===== src/rtl/vend_ctrl_multi_if.sv =====
// ---------------------------------------------------------------------------
// vend_ctrl_multi_if
// Bundles the coin/selection/restock requests and the vend/change/status
// responses of the multi-item vending controller.
//   master : drives coin, sel_valid, sel_item, cancel, restock, restock_item;
//            observes every status/response signal.
//   slave  : the controller side (mirror of master).
// Signals:
//   coin[2:0]          coin value this cycle (0 = none; 1, 2, 5 valid)
//   sel_valid/sel_item product selection strobe and index
//   cancel             refund request
//   restock/_item      reload one item's stock
//   dispense/_item     one-cycle vend pulse and the item being vended
//   change_valid/coin  one change coin per cycle (5, 2 or 1)
//   credit             current credit
//   busy               vending or paying out change
//   coin_reject        the coin seen last edge was refused
//   sel_error          the selection seen last edge was refused
//   sold_out           bit i set when item i has no stock left
// ---------------------------------------------------------------------------
interface vend_ctrl_multi_if #(
  parameter int NUM_ITEMS = 4,
  parameter int CREDIT_W  = 6,
  parameter int SEL_W     = (NUM_ITEMS > 1) ? $clog2(NUM_ITEMS) : 1
);
  logic [2:0]           coin;
  logic                 sel_valid;
  logic [SEL_W-1:0]     sel_item;
  logic                 cancel;
  logic                 restock;
  logic [SEL_W-1:0]     restock_item;

  logic                 dispense;
  logic [SEL_W-1:0]     dispense_item;
  logic                 change_valid;
  logic [2:0]           change_coin;
  logic [CREDIT_W-1:0]  credit;
  logic                 busy;
  logic                 coin_reject;
  logic                 sel_error;
  logic [NUM_ITEMS-1:0] sold_out;

  modport master (
    output coin, sel_valid, sel_item, cancel, restock, restock_item,
    input  dispense, dispense_item, change_valid, change_coin, credit,
           busy, coin_reject, sel_error, sold_out
  );

  modport slave (
    input  coin, sel_valid, sel_item, cancel, restock, restock_item,
    output dispense, dispense_item, change_valid, change_coin, credit,
           busy, coin_reject, sel_error, sold_out
  );
endinterface


===== src/rtl/vend_ctrl_multi.sv =====
// ---------------------------------------------------------------------------
// vend_ctrl_multi
// Multi-item vending controller. Accumulates 1/2/5 coins into a credit
// register, vends one of NUM_ITEMS products on a selection, keeps per-item
// stock, supports cancel/refund and pays change one greedy coin per cycle.
// Ports:
//   clk      rising-edge clock
//   reset_n  asynchronous active-low reset
//   bus      vend_ctrl_multi_if.slave (requests in, vend/change/status out)
// ---------------------------------------------------------------------------
module vend_ctrl_multi #(
  parameter int                            NUM_ITEMS  = 4,
  parameter int                            CREDIT_W   = 6,
  parameter logic [NUM_ITEMS*CREDIT_W-1:0] PRICE_LIST = {6'd12, 6'd10, 6'd9, 6'd7},
  parameter int                            STOCK_W    = 4,
  parameter int                            INIT_STOCK = 5,
  parameter int                            SEL_W      = (NUM_ITEMS > 1) ? $clog2(NUM_ITEMS) : 1
) (
  input logic              clk,
  input logic              reset_n,
  vend_ctrl_multi_if.slave bus
);

  typedef enum logic [1:0] {IDLE, CREDIT, VEND, CHANGE} state_t;

  localparam int                CW1        = CREDIT_W + 1;
  localparam logic [CREDIT_W:0] CREDIT_MAX = {1'b0, {CREDIT_W{1'b1}}};

  state_t                           state_reg, state_next;
  logic [CREDIT_W-1:0]              credit_reg, credit_next;
  logic                             dispense_reg, dispense_next;
  logic [SEL_W-1:0]                 dispense_item_reg, dispense_item_next;
  logic                             change_valid_reg, change_valid_next;
  logic [2:0]                       change_coin_reg, change_coin_next;
  logic                             coin_reject_next, coin_reject_reg;
  logic                             sel_error_next, sel_error_reg;
  logic                             take_item;
  logic [NUM_ITEMS-1:0][STOCK_W-1:0] stock;

  // Largest denomination that does not exceed the remaining credit.
  function automatic logic [2:0] greedy_coin(input logic [CREDIT_W-1:0] c);
    if (c >= CREDIT_W'(5)) return 3'd5;
    if (c >= CREDIT_W'(2)) return 3'd2;
    return 3'd1;
  endfunction

  // ---------------- coin acceptance ----------------
  logic                accept_window, coin_legal, coin_fits, coin_accept;
  logic [CREDIT_W:0]   coin_sum;
  logic [CREDIT_W-1:0] credit_with_coin;

  assign accept_window    = (state_reg == IDLE) || (state_reg == CREDIT);
  assign coin_legal       = (bus.coin == 3'd1) || (bus.coin == 3'd2) || (bus.coin == 3'd5);
  assign coin_sum         = {1'b0, credit_reg} + CW1'(bus.coin);
  assign coin_fits        = (coin_sum <= CREDIT_MAX);
  assign coin_accept      = accept_window && coin_legal && coin_fits;
  assign credit_with_coin = coin_accept ? coin_sum[CREDIT_W-1:0] : credit_reg;

  // ---------------- selection lookup ----------------
  // An out-of-range index matches no item, so it reads as "no stock" and
  // is refused through the same path as a sold-out item.
  logic [CREDIT_W-1:0] sel_price;
  logic                sel_in_stock, sel_ok;

  always_comb begin
    sel_price    = '0;
    sel_in_stock = 1'b0;
    for (int i = 0; i < NUM_ITEMS; i++) begin
      if (int'(bus.sel_item) == i) begin
        sel_price    = PRICE_LIST[i*CREDIT_W +: CREDIT_W];
        sel_in_stock = (stock[i] != '0);
      end
    end
  end

  // Price is compared against credit before this cycle's coin.
  assign sel_ok = sel_in_stock && (credit_reg >= sel_price);

  // ---------------- FSM next state / registered outputs ----------------
  logic [CREDIT_W-1:0] remaining;

  always_comb begin
    state_next         = state_reg;
    credit_next        = credit_reg;
    dispense_next      = 1'b0;
    dispense_item_next = '0;
    change_valid_next  = 1'b0;
    change_coin_next   = 3'd0;
    sel_error_next     = 1'b0;
    take_item          = 1'b0;
    remaining          = '0;
    coin_reject_next   = (bus.coin != 3'd0) && !coin_accept;

    unique case (state_reg)
      IDLE: begin
        credit_next = credit_with_coin;
        if (coin_accept) state_next = CREDIT;
        if (bus.sel_valid) sel_error_next = 1'b1;
      end

      CREDIT: begin
        credit_next = credit_with_coin;
        if (bus.cancel) begin
          // Refund includes a coin accepted in the same cycle; credit is
          // never zero here, so there is always at least one coin.
          state_next        = CHANGE;
          change_valid_next = 1'b1;
          change_coin_next  = greedy_coin(credit_with_coin);
        end else if (bus.sel_valid) begin
          if (sel_ok) begin
            credit_next        = credit_with_coin - sel_price;
            state_next         = VEND;
            dispense_next      = 1'b1;
            dispense_item_next = bus.sel_item;
            take_item          = 1'b1;
          end else begin
            sel_error_next = 1'b1;
          end
        end
      end

      VEND: begin
        if (credit_reg != '0) begin
          state_next        = CHANGE;
          change_valid_next = 1'b1;
          change_coin_next  = greedy_coin(credit_reg);
        end else begin
          state_next = IDLE;
        end
      end

      CHANGE: begin
        // credit still includes the coin on the output this cycle; it is
        // removed at the edge that ends the cycle.
        remaining   = credit_reg - CREDIT_W'(greedy_coin(credit_reg));
        credit_next = remaining;
        if (remaining == '0) begin
          state_next = IDLE;
        end else begin
          change_valid_next = 1'b1;
          change_coin_next  = greedy_coin(remaining);
        end
      end

      default: state_next = IDLE;
    endcase
  end

  always_ff @(posedge clk or negedge reset_n) begin
    if (!reset_n) begin
      state_reg         <= IDLE;
      credit_reg        <= '0;
      dispense_reg      <= 1'b0;
      dispense_item_reg <= '0;
      change_valid_reg  <= 1'b0;
      change_coin_reg   <= 3'd0;
      coin_reject_reg   <= 1'b0;
      sel_error_reg     <= 1'b0;
    end else begin
      state_reg         <= state_next;
      credit_reg        <= credit_next;
      dispense_reg      <= dispense_next;
      dispense_item_reg <= dispense_item_next;
      change_valid_reg  <= change_valid_next;
      change_coin_reg   <= change_coin_next;
      coin_reject_reg   <= coin_reject_next;
      sel_error_reg     <= sel_error_next;
    end
  end

  // ---------------- per-item stock ----------------
  // Stock is taken at the accepting edge so sold_out is already current
  // during the dispense cycle. Restock of the same item wins.
  generate
    for (genvar gi = 0; gi < NUM_ITEMS; gi++) begin : g_stock
      logic [STOCK_W-1:0] stock_reg;

      always_ff @(posedge clk or negedge reset_n) begin
        if (!reset_n) begin
          stock_reg <= STOCK_W'(INIT_STOCK);
        end else if (bus.restock && (int'(bus.restock_item) == gi)) begin
          stock_reg <= STOCK_W'(INIT_STOCK);
        end else if (take_item && (int'(bus.sel_item) == gi)) begin
          stock_reg <= stock_reg - STOCK_W'(1);
        end
      end

      assign stock[gi]        = stock_reg;
      assign bus.sold_out[gi] = (stock_reg == '0);
    end
  endgenerate

  assign bus.dispense      = dispense_reg;
  assign bus.dispense_item = dispense_item_reg;
  assign bus.change_valid  = change_valid_reg;
  assign bus.change_coin   = change_coin_reg;
  assign bus.credit        = credit_reg;
  assign bus.busy          = (state_reg == VEND) || (state_reg == CHANGE);
  assign bus.coin_reject   = coin_reject_reg;
  assign bus.sel_error     = sel_error_reg;

endmodule


===== src/flat_wrapper.sv =====
// flat-port wrapper written by rule: the top's interface ports become plain ports
module vend_ctrl_multi_flat 
#(
  parameter int                            NUM_ITEMS  = 4,
  parameter int                            CREDIT_W   = 6,
  parameter logic [NUM_ITEMS*CREDIT_W-1:0] PRICE_LIST = {6'd12, 6'd10, 6'd9, 6'd7},
  parameter int                            STOCK_W    = 4,
  parameter int                            INIT_STOCK = 5,
  parameter int                            SEL_W      = (NUM_ITEMS > 1) ? $clog2(NUM_ITEMS) : 1
)
  (clk, reset_n, bus_coin, bus_sel_valid, bus_sel_item, bus_cancel, bus_restock, bus_restock_item, bus_dispense, bus_dispense_item, bus_change_valid, bus_change_coin, bus_credit, bus_busy, bus_coin_reject, bus_sel_error, bus_sold_out);
  vend_ctrl_multi_if #(.NUM_ITEMS(NUM_ITEMS), .CREDIT_W(CREDIT_W), .SEL_W(SEL_W)) bus_i ();
  input logic clk;
  input logic reset_n;
  input wire logic [$bits(bus_i.coin)-1:0] bus_coin;
  input wire logic [$bits(bus_i.sel_valid)-1:0] bus_sel_valid;
  input wire logic [$bits(bus_i.sel_item)-1:0] bus_sel_item;
  input wire logic [$bits(bus_i.cancel)-1:0] bus_cancel;
  input wire logic [$bits(bus_i.restock)-1:0] bus_restock;
  input wire logic [$bits(bus_i.restock_item)-1:0] bus_restock_item;
  output wire logic [$bits(bus_i.dispense)-1:0] bus_dispense;
  output wire logic [$bits(bus_i.dispense_item)-1:0] bus_dispense_item;
  output wire logic [$bits(bus_i.change_valid)-1:0] bus_change_valid;
  output wire logic [$bits(bus_i.change_coin)-1:0] bus_change_coin;
  output wire logic [$bits(bus_i.credit)-1:0] bus_credit;
  output wire logic [$bits(bus_i.busy)-1:0] bus_busy;
  output wire logic [$bits(bus_i.coin_reject)-1:0] bus_coin_reject;
  output wire logic [$bits(bus_i.sel_error)-1:0] bus_sel_error;
  output wire logic [$bits(bus_i.sold_out)-1:0] bus_sold_out;
  assign bus_i.coin = bus_coin;
  assign bus_i.sel_valid = bus_sel_valid;
  assign bus_i.sel_item = bus_sel_item;
  assign bus_i.cancel = bus_cancel;
  assign bus_i.restock = bus_restock;
  assign bus_i.restock_item = bus_restock_item;
  assign bus_dispense = bus_i.dispense;
  assign bus_dispense_item = bus_i.dispense_item;
  assign bus_change_valid = bus_i.change_valid;
  assign bus_change_coin = bus_i.change_coin;
  assign bus_credit = bus_i.credit;
  assign bus_busy = bus_i.busy;
  assign bus_coin_reject = bus_i.coin_reject;
  assign bus_sel_error = bus_i.sel_error;
  assign bus_sold_out = bus_i.sold_out;
  vend_ctrl_multi #(.NUM_ITEMS(NUM_ITEMS), .CREDIT_W(CREDIT_W), .PRICE_LIST(PRICE_LIST), .STOCK_W(STOCK_W), .INIT_STOCK(INIT_STOCK), .SEL_W(SEL_W)) u_core (.clk(clk), .reset_n(reset_n), .bus(bus_i));
endmodule

===== config.mk =====
export PLATFORM = sky130hd
export DESIGN_NAME = vend_ctrl_multi_flat
export DESIGN_NICKNAME = d
export VERILOG_FILES = /design/src/rtl/vend_ctrl_multi_if.sv /design/src/rtl/vend_ctrl_multi.sv /design/src/flat_wrapper.sv
export SDC_FILE = /design/constraint.sdc
export NUM_CORES = 1
export LEC_CHECK = 0
export BUFFER_PORTS_ARGS = -buffer_cell sky130_fd_sc_hd__buf_2
export CORE_MARGIN = 1.5
export CORE_UTILIZATION = 35
export CTS_CLUSTER_DIAMETER = 200
export DETAILED_ROUTE_END_ITERATION = 6
export GPL_TIMING_DRIVEN = 0
export SLEW_MARGIN = 30
export SYNTH_ARGS = -nofsm -noshare
export SYNTH_HDL_FRONTEND = slang
export SYNTH_SLANG_ARGS = --single-unit

===== constraint.sdc =====
create_clock -name clk -period 4.45 [get_ports clk]
set_input_delay 0.6675 -clock clk [delete_from_list [all_inputs] [get_ports clk]]
set_output_delay 0.6675 -clock clk [all_outputs]
set_load 0.005 [all_outputs]

Word level (Yosys, flattened, before mapping):

Cells that the tools add are included.

* add/sub/neg operators: 7
* multipliers: 0
* divide/modulo/power cells: 0
* magnitude comparators: 8
* equality and inequality tests: 16
* shifts and indexed selects: 0
* muxes and demuxes: 88
* bitwise logic cells: 0
* reduce and logical (&&, ||, !) cells: 37

Operator list (number)
* $mux 3: 19
* $mux 6: 7
* $mux 1: 39
* $mux 4: 8
* $mux 2: 10
* $ge 6x2->1 const B: 3
* $ge 6x3->1 const B: 3
* $pmux 6 s3: 1
* $logic_not 4->1: 4
* $reduce_bool 4->1: 4
* $sub 4x1->4 const B: 4
* $eq 2x2->1 const B: 6
* $logic_and 1x1->1: 12
* $pmux 3 s3: 1
* $pmux 2 s4: 1
* $reduce_bool 2->1: 4
* $add 6x3->7: 1
* $le 7x6->1 const B: 1
* $eq 2x1->1 const B: 3
* $ge 6x6->1: 1
* $logic_not 2->1: 3
* $logic_not 6->1: 1
* $reduce_bool 3->1: 2
* $reduce_bool 6->1: 1
* other kinds (13): 17

* bits in registers: 33
* latch bits: 0
* RAM bits: 0
* memory bits (read-only): 0
* input port bits: 12
* output and inout port bits: 20
* logic and storage cells: 168
* memories: 0

Logic depth before layout (Yosys ltp):

* word-level depth: 20
* gate-level depth with buffers: 17
* depth with buffers taken out: 16

Worst setup path after synthesis:

Ideal clock, no wire load.

* path type: in2reg
* start: input port bus_coin[0]
* end: register u_core.credit_reg[5] (netlist: u_core.bus.credit[5])
* setup time: 126 ps
* data arrival time: 3682 ps
* required time: 4324 ps
* setup slack: 642 ps
* stages: 16
* buffers on the path: 1
* path through: ha_1 > inv_1 > fa_1 > or2b_2 > a21o_1 > and2_1 > clkbuf_2 > o21ai_0 > inv_1 > ha_1 > nor2b_1 > o21ai_0 > a21boi_0 > nor3_2 > nor2b_4 > a221o_1

* longest elaborated chain between the ends: 11

RTL lines
* from (decl): line flat_wrapper.sv:15 `input wire logic [$bits(bus_i.coin)-1:0] bus_coin;`
* branches (longest 5 deep; another with $add 6x3->7)
* $mux 6 *: line vend_ctrl_multi.sv:57 `assign credit_with_coin = coin_accept ? coin_sum[CREDIT_W-1:0] : credit_reg;`
* $sub 6x6->6: line vend_ctrl_multi.sv:111 `credit_next = credit_with_coin - sel_price;`
* $mux 6: line vend_ctrl_multi.sv:110 `if (sel_ok) begin`
* $mux 6: line vend_ctrl_multi.sv:109 `end else if (bus.sel_valid) begin`
* $mux 6: line vend_ctrl_multi.sv:103 `if (bus.cancel) begin`
* $pmux 6 s3 *: line vend_ctrl_multi.sv:94 `unique case (state_reg)`
* to (signal assigned): line vend_ctrl_multi.sv:161 `credit_reg <= credit_next;`
* to (decl): line vend_ctrl_multi.sv:30 `logic [CREDIT_W-1:0] credit_reg, credit_next;`

Every way passes the cells marked *.
A chain may end at the register's enable or synchronous reset.

Worst setup path after layout:

* start: register u_core.credit_reg[1] (netlist: u_core.bus.credit[1])
* end: register u_core.credit_reg[5] (netlist: u_core.bus.credit[5])

* longest elaborated chain between the ends: 9

RTL lines (line)
* $add 6x3->7 or $ge 6x2->1 (tied branches): vend_ctrl_multi.sv:54, vend_ctrl_multi.sv:43
* $le 7x6->1 or $mux 1 (tied branches): vend_ctrl_multi.sv:55, vend_ctrl_multi.sv:43
* $logic_and 1x1->1 or $mux 1 (tied branches): vend_ctrl_multi.sv:56, vend_ctrl_multi.sv:43
* $mux 6 or $mux 1 (tied branches): vend_ctrl_multi.sv:57, vend_ctrl_multi.sv:94
* $sub 6x6->6 or $mux 3 (tied branches): vend_ctrl_multi.sv:111, vend_ctrl_multi.sv:44
* $mux 6 or $mux 3 (tied branches): vend_ctrl_multi.sv:110, vend_ctrl_multi.sv:43
* $mux 6 or $mux 3 (tied branches): vend_ctrl_multi.sv:109, vend_ctrl_multi.sv:94
* $mux 6 or $sub 6x3->6 (tied branches): vend_ctrl_multi.sv:103, vend_ctrl_multi.sv:135
* $pmux 6 s3 *: vend_ctrl_multi.sv:94

Every way passes the cells marked *; elsewhere a longest branch is shown, timed or not. The select of a mux whose other input is x is not followed.

==> flow_summary.json <==
{
  "max_slew_margin": 0.480,
  "wl_per_cell_um": 16.2,
  "setup_viol": 0,
  "grt_pass1_wl_um": 12500,
  "critPathMaxFanout": 12,
  "overflow": 0,
  "synth_mux_area_frac": 0.0313,
  "drive_gt1_frac": 0.209,
  "synth_top_family_by_area": "simple AND/OR/NAND/NOR gates",
  "final_core_util": 0.411,
  "insertedDiodeCount": 0,
  "cp-end-kind": "flip-flop",
  "synth_flop_cell": "dfrtp_1",
  "dp_cells": 448,
  "grt_util_all_layers": 0.186,
  "rrSetupSlack_ns": 0.43,
  "powerDensity_nw_per_um2": 602,
  "synth_area_um2": 2760,
  "die_h_um": 91.8,
  "synth.largest_area_cell": "dfrtp_1",
  "hold_class": "primary input to asynchronous set/reset pin",
  "place_ws_ns": 0.150,
  "synth-xor-area-share": 0.0159,
  "p_seq_frac": 0.230,
  "postCtsSetupRepairBufs": 0,
  "clockBufferDepth": 2,
  "cp_top_family": "compound AO/OA/AOI/OAI gates",
  "yosysSeqAreaShare": 0.303,
  "numCtsBuffers": 5,
  "ys_warn_count": 0,
  "grt_max_degree": 34,
  "fin_tns_setup_ns": 0,
  "insertion_delay_ns": 0.29,
  "yosysUniqueCellTypes": 67,
  "num_vias": 2609,
  "drt_first_pass_iters": 5,
  "cts_tree": "built",
  "synthSimpleGateAreaFrac": 0.237,
  "largest_reg_flops": 16,
  "synthAdderAreaFrac": 0.121,
  "first_global_vias": 2514,
  "start_util": 0.359,
  "rsz0062_at_grt": "no",
  "ant_nets": 0,
  "path_cells": "inv_1 -> fa_1 -> or2b_2 -> a21o_1 -> and2_1 -> clkbuf_2 -> o21ai_0 -> inv_1 -> ha_1 -> nor2b_1 -> o21ai_0 -> a21boi_0 -> nor3_2 -> a311oi_1 -> a221o_1",
  "syn_inst": 315,
  "peakVddDrop_mv": 0.173,
  "switchingPower_w": 0.000862,
  "worst_ep_arrival_time_ns": 4.20,
  "cts-root-buf": "clkbuf_8",
  "route.detailed.drc": 0,
  "crit_type": "flip-flop to flip-flop",
  "p_leak_nw": 1.38,
  "p_clk_frac": 0.157,
  "yosys-top-cells-area": "dfrtp_1 23%, ha_1 10%, dfstp_2 7.6%, inv_1 4.2%, o21ai_0 3.4%",
  "start_kind": "flip-flop",
  "comb_power_share": 0.613,
  "clock.fmax_mhz": 249,
  "portBuffers": 31,
  "place_congestion": 0.838,
  "drt-initial-drc-count": 153,
  "grt_antenna_before_repair": 0,
  "num_rows": 32,
  "status": "finished clean",
  "boundaryPins": 32,
  "clk_pin_slew_ns": 0.08,
  "finalNonFillerCells": 456,
  "synth_top_area_share": 0.227,
  "p_int_w": 0.00104,
  "synth_edf_count": 0,
  "synth_compound_area_frac": 0.208,
  "coreArea_um2": 7690,
  "n_fill_cell": 795,
  "synth-seq-cells": 33,
  "cap_violations": 0,
  "swShare": 0.453,
  "hpwlAfterDp_um": 5510,
  "async_flop_share": 1.00,
  "cpPeakStageDelay_ns": 0.54,
  "worst_slew_pin_slew_ns": 0.780,
  "finalHoldViolations": 0,
  "crit_buf_inv": 3,
  "critPathRequiredTime_ns": 4.62,
  "cts_sinks": 33,
  "die_w_um": 91.8,
  "synth_area_per_cell_um2": 8.76,
  "viasPerCell": 5.72,
  "wl_um": 7390,
  "cp_slowest_cell": "dfrtp_2",
  "area_growth_pct": 14.5,
  "htree_levels": 2,
  "hold_ws_ns": 0.453,
  "setup_ws_ns": 0.427,
  "fin_crit_ns": 4.02,
  "synth_nets": 352,
  "slew_viol_final": 0,
  "fin_crit_sh": 0.904,
  "die_area_um2": 8430,
  "nets": 390,
  "skew_ns": 0.0117
}
cell usage in the layout (no fill, tap or decap), types with 8 or more instances in the layout:
cell type / n
nor3_1: 12
ha_1: 22
buf_2: 34
nand3_1: 14
inv_1: 31
a31oi_1: 11
a21oi_1: 10
nor2_1: 9
nand2_1: 19
o21ai_0: 19
dfrtp_1: 24
clkbuf_8: 8
nor4_1: 12
dfstp_2: 8
cell usage after synthesis, types with 3 or more instances:
cell	count
nor3_1	12
o211ai_1	3
a31oi_1	11
buf_2	3
clkbuf_1	6
mux2i_1	6
ha_1	22
nand3_1	14
or4_1	4
nand2b_1	4
nand4_1	5
inv_1	31
nor4_1	12
dfstp_2	8
nor2_1	9
o31ai_1	5
nand2_1	19
or3_1	3
o21ai_0	19
a31o_2	3
dfrtp_1	25
fa_1	3
o21a_1	7
nor2b_1	5
nor3b_1	6
and3_1	4
xnor2_1	4
a21oi_1	10
and2_1	3
a211oi_1	4
area by class of cell:
type | count | area [um2] | area share
repair buffers | 31 | 155 | 0.0491
clock inverters | 1 | 30.0 | 0.00950
plain buffers | 17 | 114 | 0.0360
clock buffers | 7 | 86.3 | 0.0273
flip-flops and latches | 33 | 837 | 0.265
multi-input cells | 234 | 1690 | 0.536
inverters | 31 | 116 | 0.0368
well taps | 102 | 128 | 0.0404
worst paths after layout:
| check | startpoint | cells past startpoint | end |
|---|---|---|---|
| max | u_core.bus.credit[1] | 15 | u_core.bus.credit[5] |
| min | reset_n | 1 | u_core.bus.coin_reject |
| min in group clk | u_core.g_stock[3].stock_reg[2] | 2 | u_core.g_stock[3].stock_reg[2] |
| max in group asynchronous | reset_n | 1 | u_core.bus.credit[1] |
| max reg2reg | u_core.bus.credit[1] | 15 | u_core.bus.credit[5] |
| min reg2reg | u_core.g_stock[3].stock_reg[2] | 2 | u_core.g_stock[3].stock_reg[2] |
per-stage QoR:
stage | instance area [um2] | power, W
6_report | 3160 | 0.00190
5_1_grt | 3160 | 0.00207
4_1_cts | 3160 | 0.00190
3_5_place_dp | 3040 | 0.00159
2_1_floorplan | 2760 | 0.00128
3_3_place_gp | 3040 | 0.00157
power by group through the flow:
stage	clock, W	sequential [W]	combinational, W
2_1_floorplan	0	0.000423	0.000854
3_3_place_gp	0	0.000436	0.00113
3_5_place_dp	0	0.000440	0.00115
4_1_cts	0.000309	0.000435	0.00115
5_1_grt	0.000319	0.000444	0.00131
6_report	0.000298	0.000437	0.00117
routing by layer:
| layer | vias up | wire (um) | part of all wire | track usage |
|---|---|---|---|---|
| met3 | 18 | 334 | 0.045 | 0.0307 |
| met5 | - | 0 | 0 | 0 |
| met1 | 1278 | 3550 | 0.48 | 0.264 |
| met4 | 0 | 203 | 0.027 | 0.0641 |
| li1 | 1241 | - | - | - |
| met2 | 72 | 3300 | 0.45 | 0.285 |
timing repair:
item / in CTS / in global routing
setup endpoints to repair: 0 / 1
resized for setup: 0 / 1
hold buffers: 0 / 0
cells by family after synthesis:
logic type               count (synthesis)
AO/OA/AOI/OAI                           83
XOR/XNOR                                 5
adder cells (fa/ha/maj)                 25
buffers and inverters                   48
flip-flops                              33
multiplexers                             8
AND/OR/NAND/NOR                        113
No activity file was read; power rests on OpenSTA's default activity.
